$ cat src/rtl/trace_stream_arbiter.sv
// Round-robin arbiter sharing one cpu_checker between two trace-character
// sources. One source is granted per '^' ... '#' message; its characters are
// forwarded one per clock on chk_char, and the checker's verdict is returned
// tagged with the source id. Over-long messages are aborted and flushed.
module trace_stream_arbiter #(
  parameter int unsigned MAX_LEN = 64
) (
  input  logic        clk,
  input  logic        reset,
  input  logic        src0_valid,
  input  logic [7:0]  src0_char,
  output logic        src0_ready,
  input  logic        src1_valid,
  input  logic [7:0]  src1_char,
  output logic        src1_ready,
  input  logic [15:0] freq,
  output logic [7:0]  chk_char,
  output logic [15:0] chk_freq,
  input  logic [1:0]  chk_format,
  input  logic [3:0]  chk_error,
  output logic        res_valid,
  output logic        res_src,
  output logic [1:0]  res_format,
  output logic [3:0]  res_error,
  output logic [1:0]  res_status,
  output logic        busy
);

  localparam int unsigned LW = $clog2(MAX_LEN + 1);
  localparam logic [7:0]  END_CHAR = 8'h23;  // '#'
  localparam logic [LW-1:0] LAST_LEN = LW'(MAX_LEN - 1);

  typedef enum logic [1:0] {
    IDLE,
    STREAM,
    WAIT_RES,
    FLUSH
  } state_t;

  state_t        state;
  logic          ptr;
  logic          grant_id;
  logic          gap;
  logic          wcnt;
  logic [LW-1:0] len;

  logic          cur_valid;
  logic [7:0]    cur_char;
  logic          taking;

  // Select the granted source and decide which source may hand over a char.
  always_comb begin
    cur_valid  = grant_id ? src1_valid : src0_valid;
    cur_char   = grant_id ? src1_char  : src0_char;
    taking     = (state == STREAM) || (state == FLUSH);
    src0_ready = taking && !grant_id;
    src1_ready = taking &&  grant_id;
  end

  assign chk_freq = freq;
  assign busy     = (state != IDLE);

  // Message sequencing: grant, stream, wait for the checker verdict or flush.
  always_ff @(posedge clk or posedge reset) begin
    if (reset) begin
      state      <= IDLE;
      ptr        <= 1'b0;
      grant_id   <= 1'b0;
      gap        <= 1'b0;
      wcnt       <= 1'b0;
      len        <= '0;
      chk_char   <= '0;
      res_valid  <= 1'b0;
      res_src    <= 1'b0;
      res_format <= '0;
      res_error  <= '0;
      res_status <= '0;
    end else begin
      res_valid <= 1'b0;
      case (state)
        IDLE: begin
          chk_char <= '0;
          if (src0_valid || src1_valid) begin
            if (src0_valid && src1_valid) begin
              grant_id <= ptr;
            end else begin
              grant_id <= src1_valid;
            end
            len   <= '0;
            gap   <= 1'b0;
            state <= STREAM;
          end
        end

        STREAM: begin
          if (cur_valid) begin
            chk_char <= cur_char;
            len      <= len + LW'(1);
            if (cur_char == END_CHAR) begin
              wcnt  <= 1'b0;
              state <= WAIT_RES;
            end else if (len == LAST_LEN) begin
              state <= FLUSH;
            end
          end else begin
            chk_char <= '0;
            gap      <= 1'b1;
          end
        end

        // '#' is on chk_char during the first WAIT_RES cycle; the checker's
        // verdict is stable during the second, where it is captured.
        WAIT_RES: begin
          chk_char <= '0;
          if (wcnt) begin
            res_valid  <= 1'b1;
            res_src    <= grant_id;
            res_format <= chk_format;
            res_error  <= chk_error;
            res_status <= {gap, 1'b0};
            ptr        <= ~grant_id;
            state      <= IDLE;
          end else begin
            wcnt <= 1'b1;
          end
        end

        FLUSH: begin
          chk_char <= '0;
          if (cur_valid && (cur_char == END_CHAR)) begin
            res_valid  <= 1'b1;
            res_src    <= grant_id;
            res_format <= '0;
            res_error  <= '0;
            res_status <= {gap, 1'b1};
            ptr        <= ~grant_id;
            state      <= IDLE;
          end
        end

        default: state <= IDLE;
      endcase
    end
  end

endmodule

$ cat config.mk
export PLATFORM = sky130hd
export DESIGN_NAME = trace_stream_arbiter
export DESIGN_NICKNAME = d
export VERILOG_FILES = /design/src/rtl/trace_stream_arbiter.sv
export SDC_FILE = /design/constraint.sdc
export NUM_CORES = 1
export LEC_CHECK = 0
export CAP_MARGIN = 30
export CORE_ASPECT_RATIO = 0.7
export CORE_MARGIN = 10
export CORE_UTILIZATION = 44
export DETAILED_ROUTE_END_ITERATION = 10
export GPL_TIMING_DRIVEN = 0
export PLACE_DENSITY_LB_ADDON = 0.25
export SLEW_MARGIN = 20
export SYNTH_ARGS = -nofsm -noshare
export SYNTH_HDL_FRONTEND = slang
export SYNTH_SLANG_ARGS = --single-unit
$ cat constraint.sdc
create_clock -name clk -period 4.6 [get_ports clk]
set_clock_uncertainty 0.15 [all_clocks]
set_input_delay 0.46 -clock clk [delete_from_list [all_inputs] [get_ports clk]]
set_output_delay 0.46 -clock clk [all_outputs]
set_load 0.01 [all_outputs]
-- After elaboration in Yosys (flattened, before gate mapping)
Index checks and enable logic that the tools add are counted.
- reductions and logical operators: 19
- multiplexer cells: 38
- equality and inequality tests: 12
- bitwise operators: 1
- $add $sub $neg: 1
- operators with widths (operator ; number):
    $mux W2 ; 9
    $mux W8 ; 2
    $pmux W8 S2 ; 1
    $mux W7 ; 2
    $pmux W7 S2 ; 1
    $mux W1 ; 12
    $reduce_and A3 Y1 ; 4
    $pmux W1 S2 ; 5
    $eq A8 B6 Y1 const B ; 1
    $mux W4 ; 2
    $ne A2 B2 Y1 const B ; 4
    $pmux W2 S2 ; 2
    $pmux W2 S4 ; 1
    $pmux W4 S2 ; 1
    $reduce_bool A2 Y1 ; 4
    $add A7 B1 Y7 const B ; 1
    $eq A7 B6 Y1 const B ; 1
    $reduce_and A5 Y1 ; 1
    $eq A2 B2 Y1 const B ; 2
    $logic_and A1 B1 Y1 ; 4
    $ne A2 B1 Y1 const B ; 2
    $ne A3 B1 Y1 const B ; 1
    $reduce_or A3 Y1 ; 1
    $eq A2 B1 Y1 const B ; 1
    other kinds (5) ; 6
- register bits after elaboration: 31
- output and inout port bits: 37
- bits of input ports: 42

-- Depth between registers and ports, before layout
Gate-level depths: netlist of run 1.
- depth in word-level cells: 5
- gate-level depth with buffers: 6
- mapped depth without buffers: 6

-- Worst setup path before layout of run 1
OpenSTA, ideal clock, no wires.
- path type: input to register
- start: in src0_char[4]
- end: reg res_src
- arrival time: 1.974 ns
- path buffers: 0
- setup slack: 2.351 ns
- cell stages on the path: 5
- data required time: 4.325 ns
- path through: or4b_1 or3_4 a21oi_4 a31oi_4 mux2_4
- cells in the longest elaborated chain, start to end: 5
- RTL lines (element ; RTL line ; RTL):
    from (decl) ; 11 ; input logic [7:0] src0_char,
    $mux W8 ; 54 ; cur_char = grant_id ? src1_char : src0_char;
    $eq A8 B6 Y1 ; 130 ; if (cur_valid && (cur_char == END_CHAR)) begin
    $logic_and A1 B1 Y1 ; 130 ;
    $ne A2 B1 Y1 (no line) ; -- ;
    $reduce_and A3 Y1 (no line) ; -- ;
    to (signal assigned) ; 117 ; res_src <= grant_id;
    to (signal assigned) ; 132 ; res_src <= grant_id;
    to (decl) ; 22 ; output logic res_src,
No other way between the ends.
A chain may end at the register's enable or synchronous reset.

-- Final worst setup path of run 1
- start: reg grant_id
- end: out src1_ready
- cells in the longest elaborated chain, start to end: 1
- RTL lines (element ; RTL line ; RTL):
    from (decl) ; 42 ; logic grant_id;
    from (signal assigned) ; 85 ; grant_id <= ptr;
    from (signal assigned) ; 87 ; grant_id <= src1_valid;
    $logic_and A1 B1 Y1 ; 57 ; src1_ready = taking && grant_id;
    to (decl) ; 15 ; output logic src1_ready,
No other way between the ends.

==> impl_metrics.tcl, run 1 <==
set metrics [dict create \
    status "complete, no violations" \
    synth-edff-count 0 \
    overflow 0 \
    p_int_uw 682.9 \
    cp-end-kind "output pin" \
    routed_wl_mm 4.242 \
    clockRootBuffer "clkbuf_8" \
    io_buffers 62 \
    num_rows 18 \
    post_cts_buffers 0 \
    gr-usage-all-layers_pct 12.96 \
    syn_avg_cell_area_um2 9.867 \
    power_frac_clock_pct 18.5 \
    die_w_um 93.15 \
    dp_cells 279 \
    grt_max_degree 32 \
    ctsHtreeMaxLevel 2 \
    die_area_um2 6632 \
    cp.arrival_ps 2250 \
    min_path_type "reg -> reg" \
    cts_resized 0 \
    routedWlPerCell_um 14.88 \
    clkLatencyLatePin_ps 280 \
    max_freq_mhz 349.7 \
    power.share.sequential_pct 38.1 \
    cts.sinks 31 \
    powerDensity_nw_per_um2 433.9 \
    timing_worst_setup_path_type "reg -> out" \
    postRouteAntennaNets 0 \
    cts_inserted_buffers 5 \
    cts_hold_buf 0 \
    start_util_pct 46.31 \
    synth_area_um2 1648 \
    switchingPower_uw 360.0 \
    tightest_slew_ps 626.9 \
    syn_to_final_growth_pct 45.86 \
    dieHeight_um 71.20 \
    finalCritPeriodShare_pct 62.17 \
    final_cells 285 \
    clkTransAtPathRegs_ps 60 \
    drc 0 \
    final.setup.tns_ps 0 \
    drtPass1Iterations 4 \
    grt_antenna_before_repair 0 \
    synth_flop_cell "dfrtp_1" \
    final_util_pct 67.55 \
    final_nets 279 \
    drive_above_1_share_pct 12.77 \
    setup_viol 0 \
    clockBufferDepth 2 \
    rrSetupSlack_ps 2400 \
    hold_viol 0 \
    vdd_drop_max_mv 0.2779 \
    seq_area_frac_synth_pct 47.08 \
    required_ps 3990 \
    cts_tree "yes" \
    antennaDiodeCount 0 \
    gp_congestion 0.8079 \
    grt_pass1_wl_mm 6.962 \
    switching_share_pct 34.52 \
    max_cap_violations 0 \
    p_leak_uw 0.001049 \
    syn_inst 167 \
    vias_per_cell 4.909 \
    ys_async_sr_fraction_pct 100.0 \
    boundaryPins 79 \
    coreArea_um2 3558 \
    slew_violations 0 \
    slew_headroom_pct 58.14 \
    dp_hpwl_mm 3.432 \
    cp_max_fo 10 \
    ys_seq_elements 31 \
    drt_iter0_drc 55 \
    rsz0062_at_grt "no" \
    fin_crit_ps 2860 \
    grt_pass1_vias 1356 \
    synthDistinctLibCells 35 \
    via_count 1399 \
    combPwrFrac_pct 43.4 \
    cp-start-kind "flip-flop" \
    syn_nets 210 \
    yosysWarnings 0 \
]
per-stage QoR:
stage               setup slack [ps]  hold slack [ps]  area, µm²  power, µW
floorplan                       2351            328.9       1648      649.7
global placement                1833            346.5       2331      847.5
detailed placement              1823            347.8       2331      859.3
CTS                             1710            365.4       2404       1056
global route                    1590            381.6       2404       1120
finish                          1740            363.2       2404       1043
state kept, by name, indices dropped and copies added (netlist names), 2 cells and up:
signal	cells
state	2
chk_char	8
res_error	4
res_status	2
res_format	2
len	7
synthesized netlist by cell type (all sizes together) (3+ instances only):
cell type	number	area share, %
o21ai	9	2.7
buf	18	7.8
mux2i	8	4.9
o2bb2ai	6	3.2
a21oi	12	4.3
nand2b	3	1.1
and2	3	1.1
inv	5	1.1
mux2	3	2.5
dfrtp	31	47
nor2b	8	3.0
nand3	4	1.2
nand2	12	2.7
nor2	17	3.9
a31oi	3	2.0
clkbuf	5	1.1
xor2	5	2.7
and3	3	1.1
power by group through the flow:
stage / combinational (µW) / sequential [µW] / clock [µW]
CTS: 460 / 397 / 198
floorplan: 235 / 414 / 0
detailed placement: 458 / 402 / 0
finish: 452 / 397 / 193
global placement: 449 / 398 / 0
global route: 501 / 407 / 212
kinds of logic (layout without fill, tap and decap cells):
kind of cell	count (synthesis)	after routing	share of synthesized area, %
xor gates and xnor gates	5	5	2.657
DFF	31	31	47.08
adders and majority gates	1	1	0.7592
buffers and inverters	28	96	10.10
and+or+nand+nor	58	58	18.30
AOI/OAI and AO/OA	33	33	13.74
muxes	11	11	7.365
final cells by class:
type	instances	area (µm²)
fillers	304	1155
flip-flops and latches	31	775.7
multi-input cells	108	705.7
repair buffers	62	620.6
plain buffers	23	147.6
clock buffers	6	72.57
well taps	50	62.56
inverters	5	18.77
critical path: stages, from the launching register on:
cell and delay [ps]:
dfrtp_1 320, clkbuf_1 360, clkbuf_1 530, and2_1 220, clkdlybuf4s50_1 540
final timing paths:
| check | startpoint | endpoint | cells past startpoint |
|---|---|---|---|
| max reg2reg | grant_id | res_status[1] | 6 |
| min reg2reg | res_error[2] | res_error[2] | 1 |
| min in group asynchronous | reset | res_error[3] | 2 |
| max in group asynchronous | reset | chk_char[3] | 2 |
| min | res_error[2] | res_error[2] | 1 |
| max | grant_id | src1_ready | 4 |
metal layers:
| layer | up-vias | GRT usage, % | share of wire (%) |
|---|---|---|---|
| met5 | - | 0 | 0 |
| met4 | 0 | 3.584 | 0.87 |
| met3 | 5 | 6.955 | 9.5 |
| met2 | 54 | 18.62 | 45 |
| met1 | 649 | 16.44 | 44 |
| li1 | 691 | - | - |
layout by cell type (no fill, tap or decap), drive strengths merged, types with 4 or more instances in the layout:
cell,count
o21ai,9
o2bb2ai,6
nor2,17
inv,5
dfrtp,31
nor2b,8
nand3,4
a21oi,12
buf,18
clkbuf,11
clkdlybuf4s50,62
xor2,5
nand2,12
mux2i,8
(Power assumes the default switching activity.)
==> run 2: changes to the inputs <==
- CORE_UTILIZATION: 44 -> 37
- clock period: 4.6 -> 2.4 ns (I/O delays scaled with it)
==> impl_metrics.tcl, run 2 (synthesis gave the netlist of run 1 again) <==
set metrics [dict create \
    routedWlPerCell_um 14.80 \
    clockRootBuffer "clkbuf_8" \
    fin_crit_ps 2304 \
    die_area_um2 7566 \
    ff2ff_path_depth 5 \
    min_path_type "in -> async" \
    overflow 0 \
    powerDensity_nw_per_um2 833.4 \
    clockBufferDepth 2 \
    io_buffers 62 \
    drc 0 \
    grt_util_met3_pct 6.522 \
    finalCritPeriodShare_pct 96.00 \
    start_util_pct 38.06 \
    dieHeight_um 75.84 \
    dp_hpwl_mm 3.413 \
    final_cell_area_um2 2416 \
    gp_congestion 0.7455 \
    largest-register "chk_char" \
    grt_pass1_vias 1437 \
    slew_headroom_pct 56.38 \
    grt_max_degree 32 \
    critPathLaunch "grant_id" \
    dpl_worst_slack_ps -176.0 \
    final_nets 278 \
    cp-start-kind "flip-flop" \
    cts_tree "yes" \
    rrSetupSlack_ps 280 \
    routed_wl_mm 4.307 \
    max_cap_violations 0 \
    drtPass1Iterations 4 \
    num_rows 20 \
    cp_max_fo 10 \
    grt_pass1_wl_mm 6.775 \
    cp-end-kind "output pin" \
    vdd_drop_max_mv 0.4020 \
    syn_to_final_growth_pct 46.62 \
    tightest_slew_ps 653.4 \
    timing.rr.start "grant_id" \
    gr-usage-met1_pct 13.24 \
    coreArea_um2 4329 \
    largest_reg_flops 8 \
    clkLatencyLatePin_ps 280 \
    timing_worst_setup_path_type "reg -> out" \
    layout_common_cells "62 x clkdlybuf4s50_1, 31 x dfrtp_1, 17 x nor2_1, 16 x buf_4, 12 x nand2_1" \
    slew_violations 0 \
    busiest_layer "met2" \
    largestRegisters "chk_char x8, len x7, res_error x4" \
    place_area_um2 2337 \
    required_ps 2010 \
    rr_endpoint "res_src" \
    fin_ws_ps 95.93 \
    rsz0062_at_grt "no" \
    drt_iter0_drc 56 \
    via_count 1394 \
    postRouteAntennaNets 0 \
    post_cts_buffers 0 \
    p_leak_uw 0.001056 \
    cts_inserted_buffers 5 \
    final_common_cell "clkdlybuf4s50_1" \
    timing.critical_path.to "src1_ready" \
    vias_per_cell 4.790 \
    clkTransAtPathRegs_ps 70 \
    setup_viol 0 \
    status "complete, no violations" \
    cts.sinks 31 \
    use_met2_pct 16.32 \
    max_freq_mhz 434.0 \
    cp.arrival_ps 1910 \
    boundaryPins 79 \
    ctsHtreeMaxLevel 2 \
    drive_above_1_share_pct 13.56 \
    gr-usage-all-layers_pct 11.11 \
    antennaDiodeCount 0 \
    hold_viol 0 \
    die_w_um 99.77 \
    grt_antenna_before_repair 0 \
]
run 2: timing repair:
item | 4_1_cts | 5_1_grt
hold buffers | 0 | 0
gates resized for setup | 1 | 0
endpoints found under the setup margin | 2 | 0
run 2: report_power, final:
part | switching, µW | leakage [µW] | internal (µW)
clock network | 194 | 0.0000422 | 203
registers | 115 | 0.000390 | 670
logic | 388 | 0.000624 | 444
total | 697 | 0.00106 | 1320
run 2: critical path: stages, from the launching register on:
cell             delay, ps
dfrtp_1                560
clkbuf_2               360
and2_1                 170
clkdlybuf4s50_1        530
run 2: layer usage:
| layer | wire (µm) | vias up |
|---|---|---|
| li1 | - | 690 |
| met5 | 0 | - |
| met2 | 1845 | 53 |
| met4 | 48 | 0 |
| met3 | 528 | 6 |
| met1 | 1884 | 645 |
run 2: layout make-up:
type	instances	area [µm²]
Buffer	22	145.1
Clock buffer	7	76.32
Clock inverter	1	5.005
Fill cell	392	1913
Inverter	5	18.77
Multi-Input combinational cell	108	705.7
Sequential cell	31	775.7
Tap cell	55	68.82
Timing Repair Buffer	62	620.6
run 2: worst min path at each step:
stage | startpoint | end | slack [ps] | depth (start not counted)
finish | reset | res_valid | 210 | 2
global route | reset | res_src | 270 | 2
floorplan | reset | chk_char[0] | 190 | 1
global placement | res_error[1] | res_error[1] | 340 | 1
detailed placement | res_error[1] | res_error[1] | 350 | 1
CTS | reset | res_status[1] | 240 | 2
run 2: metrics by stage:
| stage | util, % | total power (µW) | hold WS [ps] | setup TNS (ps) | instances |
|---|---|---|---|---|---|
| 5_1_grt | 55.81 | 2155 | 270.4 | 0 | 291 |
| 3_5_place_dp | 53.99 | 1637 | 348.6 | -1040 | 284 |
| 3_3_place_gp | 53.99 | 1626 | 344.3 | -991.3 | 284 |
| 2_1_floorplan | - | 1245 | 187.0 | 0 | 167 |
| 6_report | 55.81 | 2014 | 212.3 | 0 | 291 |
| 4_1_cts | 55.81 | 2033 | 240.5 | 0 | 291 |
